--- src/rtl/time_entry_ctrl.sv ---
// time_entry_ctrl: button front end for the alarm clock core.
// Debounces three raw push-buttons, runs a digit-by-digit HH:MM edit state
// machine and issues stretched load strobes that the core's slow 1 s
// domain is guaranteed to sample.
module time_entry_ctrl #(
    parameter int DEB_CYCLES = 4,
    parameter int LOAD_HOLD  = 12
) (
    input  logic       clk,
    input  logic       reset,
    input  logic       btn_mode,
    input  logic       btn_next,
    input  logic       btn_inc,
    output logic [1:0] H_in1,
    output logic [3:0] H_in0,
    output logic [3:0] M_in1,
    output logic [3:0] M_in0,
    output logic       LD_time,
    output logic       LD_alarm,
    output logic       edit_active,
    output logic [1:0] edit_digit,
    output logic       edit_target
);

    localparam int DW = $clog2(DEB_CYCLES + 1);
    localparam int LW = $clog2(LOAD_HOLD + 1);

    typedef enum logic [2:0] {
        IDLE    = 3'd0,
        EDIT_H1 = 3'd1,
        EDIT_H0 = 3'd2,
        EDIT_M1 = 3'd3,
        EDIT_M0 = 3'd4,
        LOAD    = 3'd5
    } state_t;

    // Bit 0 = mode, bit 1 = next, bit 2 = inc
    logic [2:0] btn_raw;
    logic [2:0] press;

    assign btn_raw = {btn_inc, btn_next, btn_mode};

    generate
        for (genvar gi = 0; gi < 3; gi++) begin : g_btn
            logic          sync1_reg;
            logic          sync2_reg;
            logic          deb_reg;
            logic          deb_d_reg;
            logic [DW-1:0] cnt_reg;

            // Synchronise, then only accept a level after it has differed
            // from the debounced value for DEB_CYCLES cycles in a row.
            always_ff @(posedge clk or negedge reset) begin
                if (!reset) begin
                    sync1_reg <= 1'b0;
                    sync2_reg <= 1'b0;
                    deb_reg   <= 1'b0;
                    deb_d_reg <= 1'b0;
                    cnt_reg   <= '0;
                end else begin
                    sync1_reg <= btn_raw[gi];
                    sync2_reg <= sync1_reg;
                    deb_d_reg <= deb_reg;
                    if (sync2_reg == deb_reg) begin
                        cnt_reg <= '0;
                    end else if (cnt_reg == DW'(DEB_CYCLES - 1)) begin
                        deb_reg <= sync2_reg;
                        cnt_reg <= '0;
                    end else begin
                        cnt_reg <= cnt_reg + 1'b1;
                    end
                end
            end

            // One-cycle event on the debounced rising edge only
            assign press[gi] = deb_reg & ~deb_d_reg;
        end
    endgenerate

    // Fixed priority: mode beats next beats inc
    logic ev_mode;
    logic ev_next;
    logic ev_inc;

    assign ev_mode = press[0];
    assign ev_next = press[1] & ~press[0];
    assign ev_inc  = press[2] & ~press[1] & ~press[0];

    state_t        state_reg;
    state_t        state_next;
    logic [LW-1:0] load_cnt_reg;

    logic [1:0] h1_next;
    logic [3:0] h0_next;
    logic [3:0] m1_next;
    logic [3:0] m0_next;
    logic       target_next;
    logic       ld_time_next;
    logic       ld_alarm_next;
    logic       edit_active_next;
    logic [1:0] edit_digit_next;

    // State register
    always_ff @(posedge clk or negedge reset) begin
        if (!reset) begin
            state_reg <= IDLE;
        end else begin
            state_reg <= state_next;
        end
    end

    // Counts the cycles spent in LOAD so the strobe is exactly LOAD_HOLD wide
    always_ff @(posedge clk or negedge reset) begin
        if (!reset) begin
            load_cnt_reg <= '0;
        end else if (state_reg == LOAD) begin
            load_cnt_reg <= load_cnt_reg + 1'b1;
        end else begin
            load_cnt_reg <= '0;
        end
    end

    // Next-state logic; events arriving during LOAD are simply not looked at
    always_comb begin
        state_next = state_reg;
        case (state_reg)
            IDLE: begin
                if (ev_mode || ev_next) state_next = EDIT_H1;
            end
            EDIT_H1: begin
                if (ev_mode)      state_next = IDLE;
                else if (ev_next) state_next = EDIT_H0;
            end
            EDIT_H0: begin
                if (ev_mode)      state_next = IDLE;
                else if (ev_next) state_next = EDIT_M1;
            end
            EDIT_M1: begin
                if (ev_mode)      state_next = IDLE;
                else if (ev_next) state_next = EDIT_M0;
            end
            EDIT_M0: begin
                if (ev_mode)      state_next = IDLE;
                else if (ev_next) state_next = LOAD;
            end
            LOAD: begin
                if (load_cnt_reg == LW'(LOAD_HOLD - 1)) state_next = IDLE;
            end
            default: state_next = IDLE;
        endcase
    end

    // Staged digit and target updates; every reachable value stays a legal HH:MM
    always_comb begin
        h1_next     = H_in1;
        h0_next     = H_in0;
        m1_next     = M_in1;
        m0_next     = M_in0;
        target_next = edit_target;
        if (state_reg == IDLE) begin
            if (ev_mode)      target_next = 1'b0;
            else if (ev_next) target_next = 1'b1;
        end
        if (ev_inc) begin
            case (state_reg)
                EDIT_H1: begin
                    if (H_in1 == 2'd2) begin
                        h1_next = 2'd0;
                    end else begin
                        h1_next = H_in1 + 2'd1;
                        // Entering the 20s: pull H0 down so 24..29 never appear
                        if (h1_next == 2'd2 && H_in0 > 4'd3) h0_next = 4'd3;
                    end
                end
                EDIT_H0: begin
                    if ((H_in1 == 2'd2 && H_in0 >= 4'd3) || H_in0 >= 4'd9) h0_next = 4'd0;
                    else                                                    h0_next = H_in0 + 4'd1;
                end
                EDIT_M1: begin
                    if (M_in1 >= 4'd5) m1_next = 4'd0;
                    else               m1_next = M_in1 + 4'd1;
                end
                EDIT_M0: begin
                    if (M_in0 >= 4'd9) m0_next = 4'd0;
                    else               m0_next = M_in0 + 4'd1;
                end
                default: ;
            endcase
        end
    end

    // Output decode from the upcoming state so registered outputs track it
    always_comb begin
        ld_time_next     = (state_next == LOAD) && !target_next;
        ld_alarm_next    = (state_next == LOAD) &&  target_next;
        edit_active_next = 1'b0;
        edit_digit_next  = 2'd0;
        case (state_next)
            EDIT_H1: begin edit_active_next = 1'b1; edit_digit_next = 2'd0; end
            EDIT_H0: begin edit_active_next = 1'b1; edit_digit_next = 2'd1; end
            EDIT_M1: begin edit_active_next = 1'b1; edit_digit_next = 2'd2; end
            EDIT_M0: begin edit_active_next = 1'b1; edit_digit_next = 2'd3; end
            default: ;
        endcase
    end

    // Output registers; async reset drops a strobe in flight immediately
    always_ff @(posedge clk or negedge reset) begin
        if (!reset) begin
            H_in1       <= 2'd0;
            H_in0       <= 4'd0;
            M_in1       <= 4'd0;
            M_in0       <= 4'd0;
            LD_time     <= 1'b0;
            LD_alarm    <= 1'b0;
            edit_active <= 1'b0;
            edit_digit  <= 2'd0;
            edit_target <= 1'b0;
        end else begin
            H_in1       <= h1_next;
            H_in0       <= h0_next;
            M_in1       <= m1_next;
            M_in0       <= m0_next;
            LD_time     <= ld_time_next;
            LD_alarm    <= ld_alarm_next;
            edit_active <= edit_active_next;
            edit_digit  <= edit_digit_next;
            edit_target <= target_next;
        end
    end

endmodule

--- config.mk ---
export PLATFORM = sky130hd
export DESIGN_NAME = time_entry_ctrl
export DESIGN_NICKNAME = d
export VERILOG_FILES = /design/src/rtl/time_entry_ctrl.sv
export SDC_FILE = /design/constraint.sdc
export NUM_CORES = 1
export LEC_CHECK = 0
export CAP_MARGIN = 20
export CORE_ASPECT_RATIO = 1.2
export CORE_MARGIN = 1
export CORE_UTILIZATION = 45
export CTS_BUF_LIST = sky130_fd_sc_hd__clkbuf_2
export DETAILED_ROUTE_END_ITERATION = 10
export DONT_BUFFER_PORTS = 1
export SYNTH_ARGS = -nofsm -noshare
export SYNTH_HDL_FRONTEND = slang
export SYNTH_SLANG_ARGS = --single-unit
--- constraint.sdc ---
create_clock -name clk -period 1.5 [get_ports clk]
set_input_delay 0.3 -clock clk [delete_from_list [all_inputs] [get_ports clk]]
set_output_delay 0.3 -clock clk [all_outputs]
set_load 0.01 [all_outputs]
==> impl_results.md, run 1 <==
* Residual DRC at 0
* Clock sink count at 48
* Critical setup path kind: reg -> reg
* CP endpoint kind: flop
* Pre-Repair DR Iteration Count at 4
* Number of flip-flops under the largest register name at 9
* Drt via density at 5.32
* Required time at the endpoint of the critical path at 1.84 ns
* Number of synthesized flops with an enable pin at 0
* Crit path launch type: flop
* Antenna Violating Nets Remaining at 0
* Leak pwr at 1.32 nW
* Pwr/cell area at 1770 mW/mm2
* Clock tree from TritonCTS: built
* Area taken by flip-flops and latches at 0.00121 mm2
* Detail-routed net length per standard cell at 15.5 um
* Area inside the core boundary at 0.00470 mm2
* DP Wirelength at 3120 um
* Proportion of layout cells with a drive suffix above 1 at 0.346
* Met1 usage in global routing at 0.209
* Last weighted congestion value of the routability-driven placer at 0.931
* Cell Rows at 27
* Max Buffers Root-to-Sink at 2
* Warnings from Yosys at 0
* Leftover overflow at the end of global routing at 0
* Syn Nets at 211
* Number of storage elements in the synthesis netlist at 48
* Overall via count from detail_route at 1586
* Final sum of negative setup slack at -0.245 ns
* Count of port buffers added during placement at 0
* Unrepaired setup endpoints after global routing: yes
* Worst hold start: g_btn[2].sync1_reg
* Clock transition time at the flip-flop clock pins of the worst setup and hold paths at 0.22 ns
* Count of different cell masters after synthesis at 48
* Root Buffer Master: clkbuf_2
* GR met3 Demand/Resource at 0.0388
* Measured slew at the worst slew-check pin at 0.352 ns
* Max H-tree Level at 2
* Reg2Reg Capture Point: H_in1[0]
* Largest net degree at the start of global routing at 49
* ANT cells at 0
* Syn Area/Cell at 11.6 um2
* Number of global-route vias before repair at 1615
* Reg-to-reg startpoint: g_btn[0].deb_reg
* Upper clock frequency limit at 641 MHz
* Synth area leader: dfrtp_1
* Relative slew margins at 0.765
* Die Span X at 66.4 um
* Met2 Usage GRT at 0.344
* Clock buffer count from CTS at 5
* Violated checks: negative setup slack
* Clock latency at the later pin of the worst-skew pair at 0.41 ns
* Worst EP arrival at 1.90 ns
* List of most frequent post-synthesis cells: dfrtp_1 (48), ha_1 (13), inv_1 (13), nor2_1 (12), nand2_1 (10)
* Fin crit period at 1.56 ns
* IO Count at 25
* Syn Std Cell Area at 0.00224 mm2
* Setup skew after layout at 0.0180 ns
* Most used DFF post-synth: dfrtp_1
* Final hold violation count at 0
* Gate Count Post-Synth at 193
* Multi-input combinational cell area at 0.00106 mm2
* Portion of synthesized cell area occupied by the leading cell type at 0.537
* Total wirelength of the detailed-routed design at 4630 um
* Floorplan die height at 79.2 um
* Period utilization at 1.04
* Max capacitance violation total at 0
* Starting utilization of the core area at 0.476
* Filler Cell Count at 390
* Max Fanout on Critical Path at 4
* Share of the yosys chip area belonging to registers at 0.537
* Overall power after layout at 4.98 mW
* Detailed router's first-iteration violation count at 71
* Hold Path End: g_btn[2].sync2_reg
* Area Growth Syn to Fin at 26.0%
* Status: complete, but fails checks
* Number of nets in the layout at 257
* Die Footprint at 0.00526 mm2
* Reg2Reg Depth at 4
* Wire length of the first global-routing pass at 7320 um
* Top post-synthesis cells by area: dfrtp_1 (54%), ha_1 (7.3%), inv_1 (2.2%)
* Most used routing layer: met2
* Total track usage at 0.188
* Worst-case setup margin in the final layout at -0.0610 ns
* Final-report max-slew violation count at 0
* Fraction of registers with async set/reset at 1.00
* Reg-to-reg slack, setup at -0.06 ns
* Count of final setup violators at 6
* Antenna violations before repair at 0
* Dominant cell by count in the synthesized netlist: dfrtp_1
* Hold crit path type: reg -> reg
* Maximum vdd ir drop at 0.933 mV
* Worst hold path depth at 0
[cells in the final DEF (no fill, tap or decap), types with 4 or more instances in the layout]
cell type / count
nor2b_1: 5
buf_4: 33
nor3_1: 6
nand2_1: 9
nand3_1: 6
dlygate4sd3_1: 4
xnor2_1: 5
inv_1: 11
nor3b_1: 5
a21oi_1: 5
buf_6: 4
o21ai_0: 7
clkbuf_2: 6
nor2_1: 11
dfrtp_2: 6
ha_1: 10
dfrtp_1: 42
[how the worst max path moves through the flow]
| stage | start | to | slack [ns] | cells past startpoint |
|---|---|---|---|---|
| detailed placement | H_in0[1] | H_in0[3] | -0.08 | 6 |
| global route | g_btn[0].deb_reg | H_in0[0] | -0.12 | 5 |
| CTS | H_in0[1] | H_in0[2] | -0.03 | 6 |
| global placement | H_in0[0] | H_in0[3] | 0.02 | 5 |
| finish | g_btn[0].deb_reg | H_in1[0] | -0.06 | 4 |
| floorplan | H_in0[1] | H_in0[3] | 0.0008 | 6 |
[layer usage]
metal / wire (um) / up-vias
met5: 0 / -
met3: 123 / 4
li1: - / 767
met4: 60 / 0
met2: 2610 / 25
met1: 1830 / 790
[final cells by class]
cell class | count | share of cell area
clock inverter | 2 | 0.0124
tap | 58 | 0.0257
clock buffer | 6 | 0.0107
sequential | 48 | 0.429
inverter | 13 | 0.0173
multi-input combinational | 129 | 0.377
timing repair buffer | 42 | 0.128
[critical path, stage by stage (launching register included)]
cell and delay, ns:
dfrtp_1 0.46, or2b_4 0.23, nand4b_1 0.18, or3_4 0.45
a21o_1 0.18
[repair_timing]
item | 4_1_cts | 5_1_grt
hold endpoints to repair | 51 | 0
endpoints found under the setup margin | 7 | 20
pin swaps | 5 | 7
setup buffers | 2 | 13
resized for setup | 5 | 23
hold buffers | 5 | 0
[stage by stage]
step / setup slack (ns) / cells / utilization / hold slack, ns / instance area (um2)
floorplan: 0.000766 / 193 / - / 0.00441 / 2250
global placement: 0.0199 / 270 / 0.527 / 0.00557 / 2470
detailed placement: -0.0755 / 270 / 0.527 / 0.00599 / 2470
CTS: -0.0252 / 285 / 0.562 / 0.367 / 2640
global route: -0.123 / 298 / 0.600 / 0.381 / 2820
finish: -0.0610 / 298 / 0.600 / 0.378 / 2820
[logic make-up after synthesis]
group,count (synthesis),synth area share
fa+ha+maj,13,0.0727
flops,48,0.537
xor+xnor,6,0.0235
mux,5,0.0240
compound gates,37,0.117
simple gates,68,0.196
buf+inv,16,0.0296
[power by group]
group / total, mW / internal (mW) / switching (mW) / leakage, nW
logic: 2.32 / 1.20 / 1.13 / 0.661
registers: 1.98 / 1.64 / 0.339 / 0.614
clock network: 0.681 / 0.286 / 0.395 / 0.0430
(Power assumes the default switching activity.)
==> inputs of run 2 (changes only) <==
- CORE_MARGIN: 1 -> 1.5
- CTS_CLUSTER_DIAMETER: not set -> 40
- TNS_END_PERCENT: not set -> 30
==> run 2 against run 1 <==
The flow still finishes with violations (negative setup slack). Sequential share of layout area rose by 1.2 points. Non-clock buffer count down 6. Sequential power hardly changed. Highest routed layer unchanged.
==> impl_results.md, run 2 (same netlist as run 1, synthesis figures left out) <==
* Area Growth Syn to Fin at 22.5%
* Last weighted congestion value of the routability-driven placer at 0.811
* Wire length of the first global-routing pass at 7090 um
* Number of nets in the layout at 251
* Starting utilization of the core area at 0.476
* Pre-Repair DR Iteration Count at 4
* Cell Rows at 27
* Worst setup slack after placement at -0.0662 ns
* Area post-placement at 0.00249 mm2
* Final-report max-slew violation count at 0
* Critical setup path kind: reg -> reg
* Period utilization at 1.04
* Count of port buffers added during placement at 0
* IO Count at 25
* Clock buffer count from CTS at 5
* Antenna Violating Nets Remaining at 0
* Count of final setup violators at 3
* Required time at the endpoint of the critical path at 1.84 ns
* Upper clock frequency limit at 643 MHz
* Clock latency at the later pin of the worst-skew pair at 0.41 ns
* Max Fanout on Critical Path at 3
* Reg2Reg Depth at 6
* Area inside the core boundary at 0.00470 mm2
* Die Span X at 67.4 um
* Total wirelength of the detailed-routed design at 4210 um
* Total track usage at 0.174
* Pwr/cell area at 1710 mW/mm2
* Reg-to-reg slack, setup at -0.05 ns
* Clock transition time at the flip-flop clock pins of the worst setup and hold paths at 0.23 ns
* Die Footprint at 0.00541 mm2
* Clock tree from TritonCTS: built
* Violated checks: negative setup slack
* Reg2Reg Capture Point: H_in0[0]
* Max H-tree Level at 2
* Most frequent standard cell in the layout excluding fill and tap cells: dfrtp_1
* Maximum vdd ir drop at 0.721 mV
* Overall via count from detail_route at 1585
* Final sum of negative setup slack at -0.0721 ns
* Post-route non-filler standard cell count at 291
* Crit path launch type: flop
* Max Buffers Root-to-Sink at 2
* Reg-to-reg startpoint: H_in0[1]
* Detailed router's first-iteration violation count at 61
* Drt via density at 5.45
* Antenna violations before repair at 0
* Proportion of layout cells with a drive suffix above 1 at 0.313
* Final hold violation count at 0
* Detail-routed net length per standard cell at 14.5 um
* Root Buffer Master: clkbuf_2
* Measured slew at the worst slew-check pin at 0.352 ns
* Number of flip-flops under the largest register name at 9
* Clock sink count at 48
* Hold crit path type: in -> async
* CP endpoint kind: flop
* Leak pwr at 1.27 nW
* Max capacitance violation total at 0
* Total instance count after detailed placement at 272
* Overall power after layout at 4.70 mW
* Hold slack final at 0.354 ns
* Floorplan die height at 80.2 um
* Number of global-route vias before repair at 1634
* Largest net degree at the start of global routing at 49
* Leftover overflow at the end of global routing at 0
* Core utilization of the finished layout at 0.584
* Worst-case setup margin in the final layout at -0.0543 ns
* ANT cells at 0
* Relative slew margins at 0.764
* Worst EP arrival at 1.89 ns
* Residual DRC at 0
* Fin crit period at 1.55 ns
* Crit. Startpoint: H_in0[1]
* Unrepaired setup endpoints after global routing: yes
* Status: complete, but fails checks
* Top library cells by usage in the layout, fill and taps aside: dfrtp_1 (42), buf_4 (29), nor2_1 (11), inv_1 (10), ha_1 (10)
* Final Cell Area at 0.00274 mm2
* DP Wirelength at 2980 um
* Setup skew after layout at 0.0331 ns
run 2: worst max path at each step:
stage | endpoint | cells past startpoint
finish | H_in0[0] | 6
global route | H_in0[0] | 6
CTS | H_in0[2] | 5
detailed placement | H_in0[3] | 6
global placement | M_in0[2] | 6
floorplan | H_in0[3] | 6
run 2: repair_timing:
action | in CTS | in global routing
hold endpoints to repair | 51 | 0
endpoints found under the setup margin | 9 | 18
pin swaps | 3 | 6
resized for setup | 9 | 18
hold buffers | 5 | 0
setup buffers | 1 | 6
run 2: worst max-delay path, cell delays in order (launching register included):
cell	delay (ns)
dfrtp_1	0.45
inv_2	0.09
ha_4	0.17
nor4b_4	0.33
buf_4	0.19
o31ai_1	0.06
a22oi_1	0.18
run 2: report_power, final:
group | switching, mW | internal [mW]
Sequential | 0.355 | 1.64
Clock | 0.372 | 0.0963
Combinational | 1.08 | 1.16
run 2: metal layers:
layer  global-route usage  vias up  share of wire
met5                    0        -              0
met4               0.0490        0         0.0086
met3               0.0504        4          0.039
met2                0.312       29           0.55
met1                0.196      800           0.40
li1                     -      752              -
run 2: cell type report:
type | count | area (um2)
Clock buffer | 5 | 25.0
Clock inverter | 2 | 7.51
Fill cell | 402 | 1960
Inverter | 13 | 48.8
Multi-Input combinational cell | 129 | 1070
Sequential cell | 48 | 1210
Tap cell | 58 | 72.6
Timing Repair Buffer | 36 | 308
